## config.mk

```make
export PLATFORM = sky130hd
export DESIGN_NAME = err_inj_scheduler
export DESIGN_NICKNAME = d
export VERILOG_FILES = /design/src/rtl/err_inj_pkg.sv /design/src/rtl/err_lfsr32.sv /design/src/rtl/err_inj_scheduler.sv
export SDC_FILE = /design/constraint.sdc
export NUM_CORES = 1
export LEC_CHECK = 0
export CAP_MARGIN = 20
export CORE_MARGIN = 2
export CORE_UTILIZATION = 52
export DETAILED_ROUTE_END_ITERATION = 6
export PLACE_DENSITY = 0.76
export SYNTH_ARGS = -nofsm -noshare
export SYNTH_HDL_FRONTEND = slang
export SYNTH_SLANG_ARGS = --single-unit
```

## constraint.sdc

```tcl
create_clock -name clk -period 12.48 [get_ports clk]
set_input_delay 3.744 -clock clk [delete_from_list [all_inputs] [get_ports clk]]
set_output_delay 3.744 -clock clk [all_outputs]
set_load 0.05 [all_outputs]
```

## src/rtl/err_inj_pkg.sv

```systemverilog
// Shared types for the SPI-over-coax error-injection scheduler: error codes,
// FSM encoding and the phase-table entry layout.
package err_inj_pkg;

    typedef enum logic [2:0] {
        ERR_NONE          = 3'd0,
        ERR_BIT_FLIP      = 3'd1,
        ERR_FRAME_CORRUPT = 3'd2,
        ERR_CRC_MISMATCH  = 3'd3,
        ERR_SYNC_LOST     = 3'd4,
        ERR_CLOCK_GLITCH  = 3'd5,
        ERR_BURST_ERROR   = 3'd6
    } err_type_e;

    typedef enum logic [2:0] {
        ST_IDLE   = 3'd0,
        ST_LOAD   = 3'd1,
        ST_RUN    = 3'd2,
        ST_NEXT   = 3'd3,
        ST_FINISH = 3'd4
    } state_e;

    // Frame lengths are stored zero-extended so the entry layout does not
    // depend on the counter width chosen by the instantiating module.
    localparam int FRAMES_W = 32;

    typedef struct packed {
        err_type_e           etype;
        logic [15:0]         rate;
        logic [7:0]          burst;
        logic [FRAMES_W-1:0] frames;
    } phase_entry_t;

    function automatic logic rate_hit(input logic [15:0] rate, input logic [15:0] rnd);
        return (rate == 16'hFFFF) || (rnd < rate);
    endfunction

endpackage

```

## src/rtl/err_lfsr32.sv

```systemverilog
// Free-running 32-bit Fibonacci LFSR (taps 31,21,1,0) used as the
// injection random source.
module err_lfsr32 #(
    parameter logic [31:0] SEED = 32'hDEADBEEF
) (
    input  logic        clk,
    input  logic        rst,
    output logic [31:0] lfsr
);

    logic [31:0] lfsr_r;

    // Shift register advances every clock regardless of campaign state.
    always_ff @(posedge clk or posedge rst) begin
        if (rst) begin
            lfsr_r <= SEED;
        end else begin
            lfsr_r <= {lfsr_r[30:0], lfsr_r[31] ^ lfsr_r[21] ^ lfsr_r[1] ^ lfsr_r[0]};
        end
    end

    assign lfsr = lfsr_r;

endmodule

```

## src/rtl/err_inj_scheduler.sv

```systemverilog
// Error-injection campaign controller: steps through a phase table and
// answers every frame request with registered corruption masks one cycle later.
module err_inj_scheduler
    import err_inj_pkg::*;
#(
    parameter int          NUM_PHASES = 4,
    parameter logic [31:0] LFSR_SEED  = 32'hDEADBEEF,
    parameter int          CNT_W      = 16
) (
    input  logic                          clk,
    input  logic                          rst,
    input  logic                          cfg_we,
    input  logic [$clog2(NUM_PHASES)-1:0] cfg_addr,
    input  logic [2:0]                    cfg_type,
    input  logic [15:0]                   cfg_rate,
    input  logic [7:0]                    cfg_burst,
    input  logic [CNT_W-1:0]              cfg_frames,
    input  logic                          start,
    input  logic                          abort,
    input  logic                          loop_en,
    input  logic                          frame_req,
    output logic                          mask_valid,
    output logic [31:0]                   data_mask,
    output logic [7:0]                    crc_mask,
    output logic [7:0]                    sync_mask,
    output logic                          glitch,
    output logic                          busy,
    output logic                          done,
    output logic [$clog2(NUM_PHASES)-1:0] cur_phase,
    output logic [CNT_W-1:0]              err_count,
    output logic [CNT_W-1:0]              frame_count
);

    localparam int                 PW         = $clog2(NUM_PHASES);
    localparam logic [PW-1:0]      LAST_PHASE = PW'(NUM_PHASES - 1);
    localparam logic [CNT_W-1:0]   CNT_ONES   = {CNT_W{1'b1}};
    localparam logic [CNT_W-1:0]   CNT_ZERO   = {CNT_W{1'b0}};
    localparam phase_entry_t       ENTRY_ZERO = {$bits(phase_entry_t){1'b0}};

    state_e           state_r, state_s;
    phase_entry_t     table_r [NUM_PHASES];
    phase_entry_t     cur_entry_s, next_entry_s;
    logic [31:0]      lfsr_s, one_hot_s;
    logic [PW-1:0]    cur_phase_r, nxt_phase_s;
    logic [CNT_W-1:0] phase_cnt_r, phase_cnt_inc_s, err_count_r, frame_count_r;
    logic [7:0]       burst_cnt_r, burst_cnt_s, burst_last_s;
    logic             run_frame_s, hit_s, phase_end_s, last_s, inject_s, cfg_open_s;
    logic [31:0]      data_s;
    logic [7:0]       crc_s, sync_s;
    logic             glitch_s, busy_s, done_s;
    logic             mask_valid_r, glitch_r, busy_r, done_r;
    logic [31:0]      data_mask_r;
    logic [7:0]       crc_mask_r, sync_mask_r;

    err_lfsr32 #(.SEED(LFSR_SEED)) u_lfsr (
        .clk  (clk),
        .rst  (rst),
        .lfsr (lfsr_s)
    );

    assign cur_entry_s     = table_r[cur_phase_r];
    assign nxt_phase_s     = cur_phase_r + 1'b1;
    assign next_entry_s    = table_r[nxt_phase_s];
    assign phase_cnt_inc_s = phase_cnt_r + 1'b1;
    assign phase_end_s     = (FRAMES_W'(phase_cnt_inc_s) == cur_entry_s.frames);
    assign last_s          = (cur_phase_r == LAST_PHASE) ||
                             (next_entry_s.frames == {FRAMES_W{1'b0}});
    assign run_frame_s     = (state_r == ST_RUN) && frame_req && !abort;
    assign hit_s           = (cur_entry_s.etype != ERR_NONE) && (cur_entry_s.rate != 16'h0000) &&
                             rate_hit(cur_entry_s.rate, lfsr_s[15:0]);
    assign one_hot_s       = 32'h0000_0001 << lfsr_s[4:0];
    assign burst_last_s    = (cur_entry_s.burst == 8'd0) ? 8'd0 : cur_entry_s.burst - 8'd1;
    assign inject_s        = (data_s != 32'h0) || (crc_s != 8'h00) || (sync_s != 8'h00) || glitch_s;
    assign cfg_open_s      = (state_r == ST_IDLE) || (state_r == ST_FINISH);

    // Campaign state register.
    always_ff @(posedge clk or posedge rst) begin
        if (rst) begin
            state_r <= ST_IDLE;
        end else begin
            state_r <= state_s;
        end
    end

    // Next-state logic; abort overrides every other event in busy states.
    always_comb begin
        state_s = state_r;
        case (state_r)
            ST_IDLE: begin
                if (start && !abort) state_s = ST_LOAD;
                else                 state_s = ST_IDLE;
            end
            ST_LOAD: begin
                if (abort)                                          state_s = ST_IDLE;
                else if (cur_entry_s.frames == {FRAMES_W{1'b0}})    state_s = ST_FINISH;
                else                                                state_s = ST_RUN;
            end
            ST_RUN: begin
                if (abort)                           state_s = ST_IDLE;
                else if (frame_req && phase_end_s)   state_s = ST_NEXT;
                else                                 state_s = ST_RUN;
            end
            ST_NEXT: begin
                if (abort)                 state_s = ST_IDLE;
                else if (last_s && !loop_en) state_s = ST_FINISH;
                else                       state_s = ST_LOAD;
            end
            ST_FINISH: state_s = ST_IDLE;
            default:   state_s = ST_IDLE;
        endcase
    end

    // Mask generation for the current frame plus next busy/done values.
    always_comb begin
        data_s      = 32'h0;
        crc_s       = 8'h00;
        sync_s      = 8'h00;
        glitch_s    = 1'b0;
        burst_cnt_s = burst_cnt_r;
        busy_s      = (state_s == ST_LOAD) || (state_s == ST_RUN) || (state_s == ST_NEXT);
        done_s      = (state_s == ST_FINISH);
        if (run_frame_s) begin
            case (cur_entry_s.etype)
                ERR_BIT_FLIP:      data_s   = hit_s ? one_hot_s : 32'h0;
                ERR_FRAME_CORRUPT: data_s   = hit_s ? (lfsr_s | 32'h0000_0001) : 32'h0;
                ERR_CRC_MISMATCH:  crc_s    = hit_s ? (lfsr_s[7:0] | 8'h01) : 8'h00;
                ERR_SYNC_LOST:     sync_s   = hit_s ? 8'hFF : 8'h00;
                ERR_CLOCK_GLITCH:  glitch_s = hit_s;
                ERR_BURST_ERROR: begin
                    // The triggering frame is the first of the burst.
                    if (burst_cnt_r != 8'd0) begin
                        data_s      = one_hot_s;
                        burst_cnt_s = burst_cnt_r - 8'd1;
                    end else if (hit_s) begin
                        data_s      = one_hot_s;
                        burst_cnt_s = burst_last_s;
                    end else begin
                        data_s      = 32'h0;
                        burst_cnt_s = burst_cnt_r;
                    end
                end
                default: begin
                    data_s   = 32'h0;
                    glitch_s = 1'b0;
                end
            endcase
        end else begin
            burst_cnt_s = burst_cnt_r;
        end
    end

    // Phase table; writable only while no campaign is running.
    always_ff @(posedge clk or posedge rst) begin
        if (rst) begin
            for (int i = 0; i < NUM_PHASES; i++) begin
                table_r[i] <= ENTRY_ZERO;
            end
        end else if (cfg_we && cfg_open_s) begin
            table_r[cfg_addr] <= '{etype:  err_type_e'(cfg_type),
                                   rate:   cfg_rate,
                                   burst:  cfg_burst,
                                   frames: FRAMES_W'(cfg_frames)};
        end
    end

    // Phase sequencing, burst tracking and saturating statistics.
    always_ff @(posedge clk or posedge rst) begin
        if (rst) begin
            cur_phase_r   <= {PW{1'b0}};
            phase_cnt_r   <= CNT_ZERO;
            burst_cnt_r   <= 8'd0;
            err_count_r   <= CNT_ZERO;
            frame_count_r <= CNT_ZERO;
        end else begin
            if (abort || (state_r == ST_LOAD)) begin
                burst_cnt_r <= 8'd0;
            end else begin
                burst_cnt_r <= burst_cnt_s;
            end
            if ((state_r == ST_IDLE) && start && !abort) begin
                cur_phase_r   <= {PW{1'b0}};
                err_count_r   <= CNT_ZERO;
                frame_count_r <= CNT_ZERO;
            end else if (run_frame_s) begin
                phase_cnt_r <= phase_cnt_inc_s;
                if (frame_count_r != CNT_ONES) frame_count_r <= frame_count_r + 1'b1;
                if (inject_s && (err_count_r != CNT_ONES)) err_count_r <= err_count_r + 1'b1;
            end else if (state_r == ST_LOAD) begin
                phase_cnt_r <= CNT_ZERO;
            end else if ((state_r == ST_NEXT) && !abort) begin
                if (!last_s)      cur_phase_r <= nxt_phase_s;
                else if (loop_en) cur_phase_r <= {PW{1'b0}};
            end
        end
    end

    // Output registers: every frame request is answered exactly one cycle later.
    always_ff @(posedge clk or posedge rst) begin
        if (rst) begin
            mask_valid_r <= 1'b0;
            data_mask_r  <= 32'h0;
            crc_mask_r   <= 8'h00;
            sync_mask_r  <= 8'h00;
            glitch_r     <= 1'b0;
            busy_r       <= 1'b0;
            done_r       <= 1'b0;
        end else begin
            mask_valid_r <= frame_req;
            data_mask_r  <= data_s;
            crc_mask_r   <= crc_s;
            sync_mask_r  <= sync_s;
            glitch_r     <= glitch_s;
            busy_r       <= busy_s;
            done_r       <= done_s;
        end
    end

    assign mask_valid  = mask_valid_r;
    assign data_mask   = data_mask_r;
    assign crc_mask    = crc_mask_r;
    assign sync_mask   = sync_mask_r;
    assign glitch      = glitch_r;
    assign busy        = busy_r;
    assign done        = done_r;
    assign cur_phase   = cur_phase_r;
    assign err_count   = err_count_r;
    assign frame_count = frame_count_r;

endmodule

```

==> out/results.tsv <==
metric	value	unit
drc	0	
post-synth-top-area-fraction	0.487	
start_util	0.529	
syn_inst	1201	
swShare	0.306	
finalSetupViolCount	0	
grt_pass1_wl	53200	um
ys_seq_area_frac	0.530	
yosysWarnings	0	
drt_first_pass_iters	5	
final_nets	1390	
wl	32900	um
path_max_fanout	27	
power.total	3.28	mW
drive_gt1_frac	0.239	
synthMuxAreaShare	0.200	
first_global_vias	10200	
worstMarginPinSlew	1.01	ns
p_switching	1.00	mW
synth_compound_area_frac	0.0694	
synth_top_family_by_area	multiplexers	
rsz0062_at_grt	no	
ys_types	67	
pwr-share-comb	0.300	
async_flop_share	1.00	
numPortBuffers	137	
ant_nets	0	
rows	61	
hold_buffers	0	
fmax	0.157	GHz
drt_iter0_drc	886	
finalHoldViolCount	0	
dpl_cell_area	16300	um^2
synth_area	14700	um^2
insertion_delay	0.56	ns
die_height	172	um
cts_resized	0	
grt_start_max_net_pins	189	
clk_path_buf_depth	3	
avgSynthCellArea	12.2	um^2
hpwl	21900	um
io_pins	138	
relSlewSlack	0.326	
synth-xor-area-share	0.0292	
start_kind	primary input	
cts_tree	done	
internal_power	2.28	mW
synth_ff_type	dfrtp_1	
irDropWorstVdd	0.0000908	V
via_count	10100	
synth_edf_count	0	
die_area	29600	um^2
gp_congestion	0.868	
yosys.area.top_type	dfrtp_1	
yosys.area_share.simple	0.122	
synthTopCellsByArea	dfrtp_1 49%, mux2_2 13%, mux4_2 6.6%	
ys_ff_latch	310	
clk_pin_slew	0.07	ns
areaGrowthSynthToFinish	18.8	%
routedWlPerCell	19.1	um
min_period	6.37	ns
status	finished clean	
critPathKind	in -> reg	
maxCapViolCount	0	
antenna_found_initial	1	
numCtsBuffers	30	
drv_slew	0	
synth.net_count	1276	
hold_class	reg -> reg	
worst_ep_required_time	12.96	ns
fin_crit_sh	0.510	
cts.sinks	310	
grt_overflow	0	
power.density	188	nW/um^2
worst_clock_skew	0.0145	ns
power_leakage	7.26	nW
track_usage	0.226	
post-cts-setup-buffer-count	0	
cp-end-kind	register	
cts_htree_levels	1	
worstPathArrival	6.85	ns
clkPwrFrac	0.307	
mostFrequentLayoutCell	dfrtp_1	
die_w	172	um
p_seq_frac	0.393	
yosys.area_share.adder	0.0196	
core_area	27800	um^2
layout_common_cells	284 x dfrtp_1, 172 x mux2_2, 137 x clkdlybuf4s50_1, 68 x nand2_1, 66 x nor2_1	
avgViaCountPerCell	5.89	
cts_root_buf	clkbuf_16	
stdcell_area	17500	um^2
tns	0	ns
cells by family after synthesis:
family / after synthesis
AND/OR/NAND/NOR: 340
XOR/XNOR: 49
flip-flops: 310
multiplexers: 219
AO/OA/AOI/OAI: 163
adder cells (fa/ha/maj): 23
buffers and inverters: 97
sequential cells by signal, indices dropped and copies added (netlist names), 2 cells and up:
name	flops
state_r	3
phase_cnt_r	16
table_r	172
frame_count	16
burst_cnt_r	8
data_mask	32
crc_mask	8
u_lfsr.lfsr	32
err_count	16
cur_phase	2
through the flow:
step	setup slack (ns)	utilization	hold slack (ns)	cells
2_1_floorplan	0.203	-	0.353	1201
3_3_place_gp	5.69	0.588	0.355	1661
3_5_place_dp	5.58	0.588	0.357	1661
4_1_cts	6.16	0.629	0.354	1717
5_1_grt	5.93	0.629	0.363	1717
6_report	6.11	0.629	0.349	1718
synth_stat cells, types with 5 or more instances:
| cell type | instances |
|---|---|
| dfrtp_1 | 286 |
| mux2_2 | 172 |
| nand2_1 | 69 |
| nor2_1 | 66 |
| o21ai_0 | 58 |
| mux4_2 | 43 |
| clkbuf_1 | 42 |
| a21oi_1 | 38 |
| nand3_1 | 37 |
| inv_1 | 31 |
| nor4_1 | 28 |
| xor2_1 | 26 |
| dfstp_2 | 24 |
| and3_1 | 23 |
| ha_1 | 23 |
| xnor2_1 | 23 |
| nand4_1 | 20 |
| nor3_1 | 19 |
| o31ai_1 | 14 |
| or4_1 | 12 |
| and2_1 | 11 |
| nor2b_1 | 11 |
| a32o_1 | 10 |
| buf_4 | 10 |
| or3_1 | 9 |
| nand2b_1 | 8 |
| a31oi_1 | 6 |
| buf_1 | 6 |
| buf_6 | 5 |
| o21ai_1 | 5 |
layout make-up:
type                       instances  area, um^2
tap                              378         473
inverter                          31         124
clock buffer                      46         942
timing repair buffer             148        1470
clock inverter                    10         184
antenna                            1        2.50
fill                            2191       10300
multi-input combinational        794        6490
sequential                       310        7790
power groups by stage:
stage	Clock, mW	Combinational, mW	Sequential (mW)
2_1_floorplan	0	0.758	1.28
3_3_place_gp	0	0.952	1.29
3_5_place_dp	0	0.979	1.30
4_1_cts	1.02	0.986	1.29
5_1_grt	1.07	1.07	1.31
6_report	1.01	0.985	1.29
worst paths after layout:
kind                                      start              end  slack [ns]  cells past startpoint
worst min register to register  u_lfsr.lfsr[18]  u_lfsr.lfsr[19]        0.35                      0
worst max-delay path                      abort     err_count[5]        6.11                      9
worst min-delay path            u_lfsr.lfsr[18]  u_lfsr.lfsr[19]        0.35                      0
max in group asynchronous                   rst     table_r[217]        7.27                      3
worst max register to register     cur_phase[0]     err_count[1]        7.58                     16
min in group asynchronous                   rst     table_r[106]        3.72                      2
layer usage:
| metal | vias to the layer above | wire [um] | global-route usage |
|---|---|---|---|
| li1 | 4632 | - | - |
| met1 | 5149 | 14700 | 0.319 |
| met2 | 296 | 15700 | 0.371 |
| met3 | 39 | 1960 | 0.0389 |
| met4 | 0 | 471 | 0.0475 |
| met5 | - | 0 | 0 |
critical path, stage by stage:
cell,delay [ns]
clkdlybuf4s50_1,0.45
nor2_1,0.33
and3_1,0.77
nand2_2,0.16
nor2_2,0.28
a32o_2,0.28
nor3b_4,0.13
or4_1,0.52
a21oi_1,0.16
No activity file was read; power rests on OpenSTA's default activity.
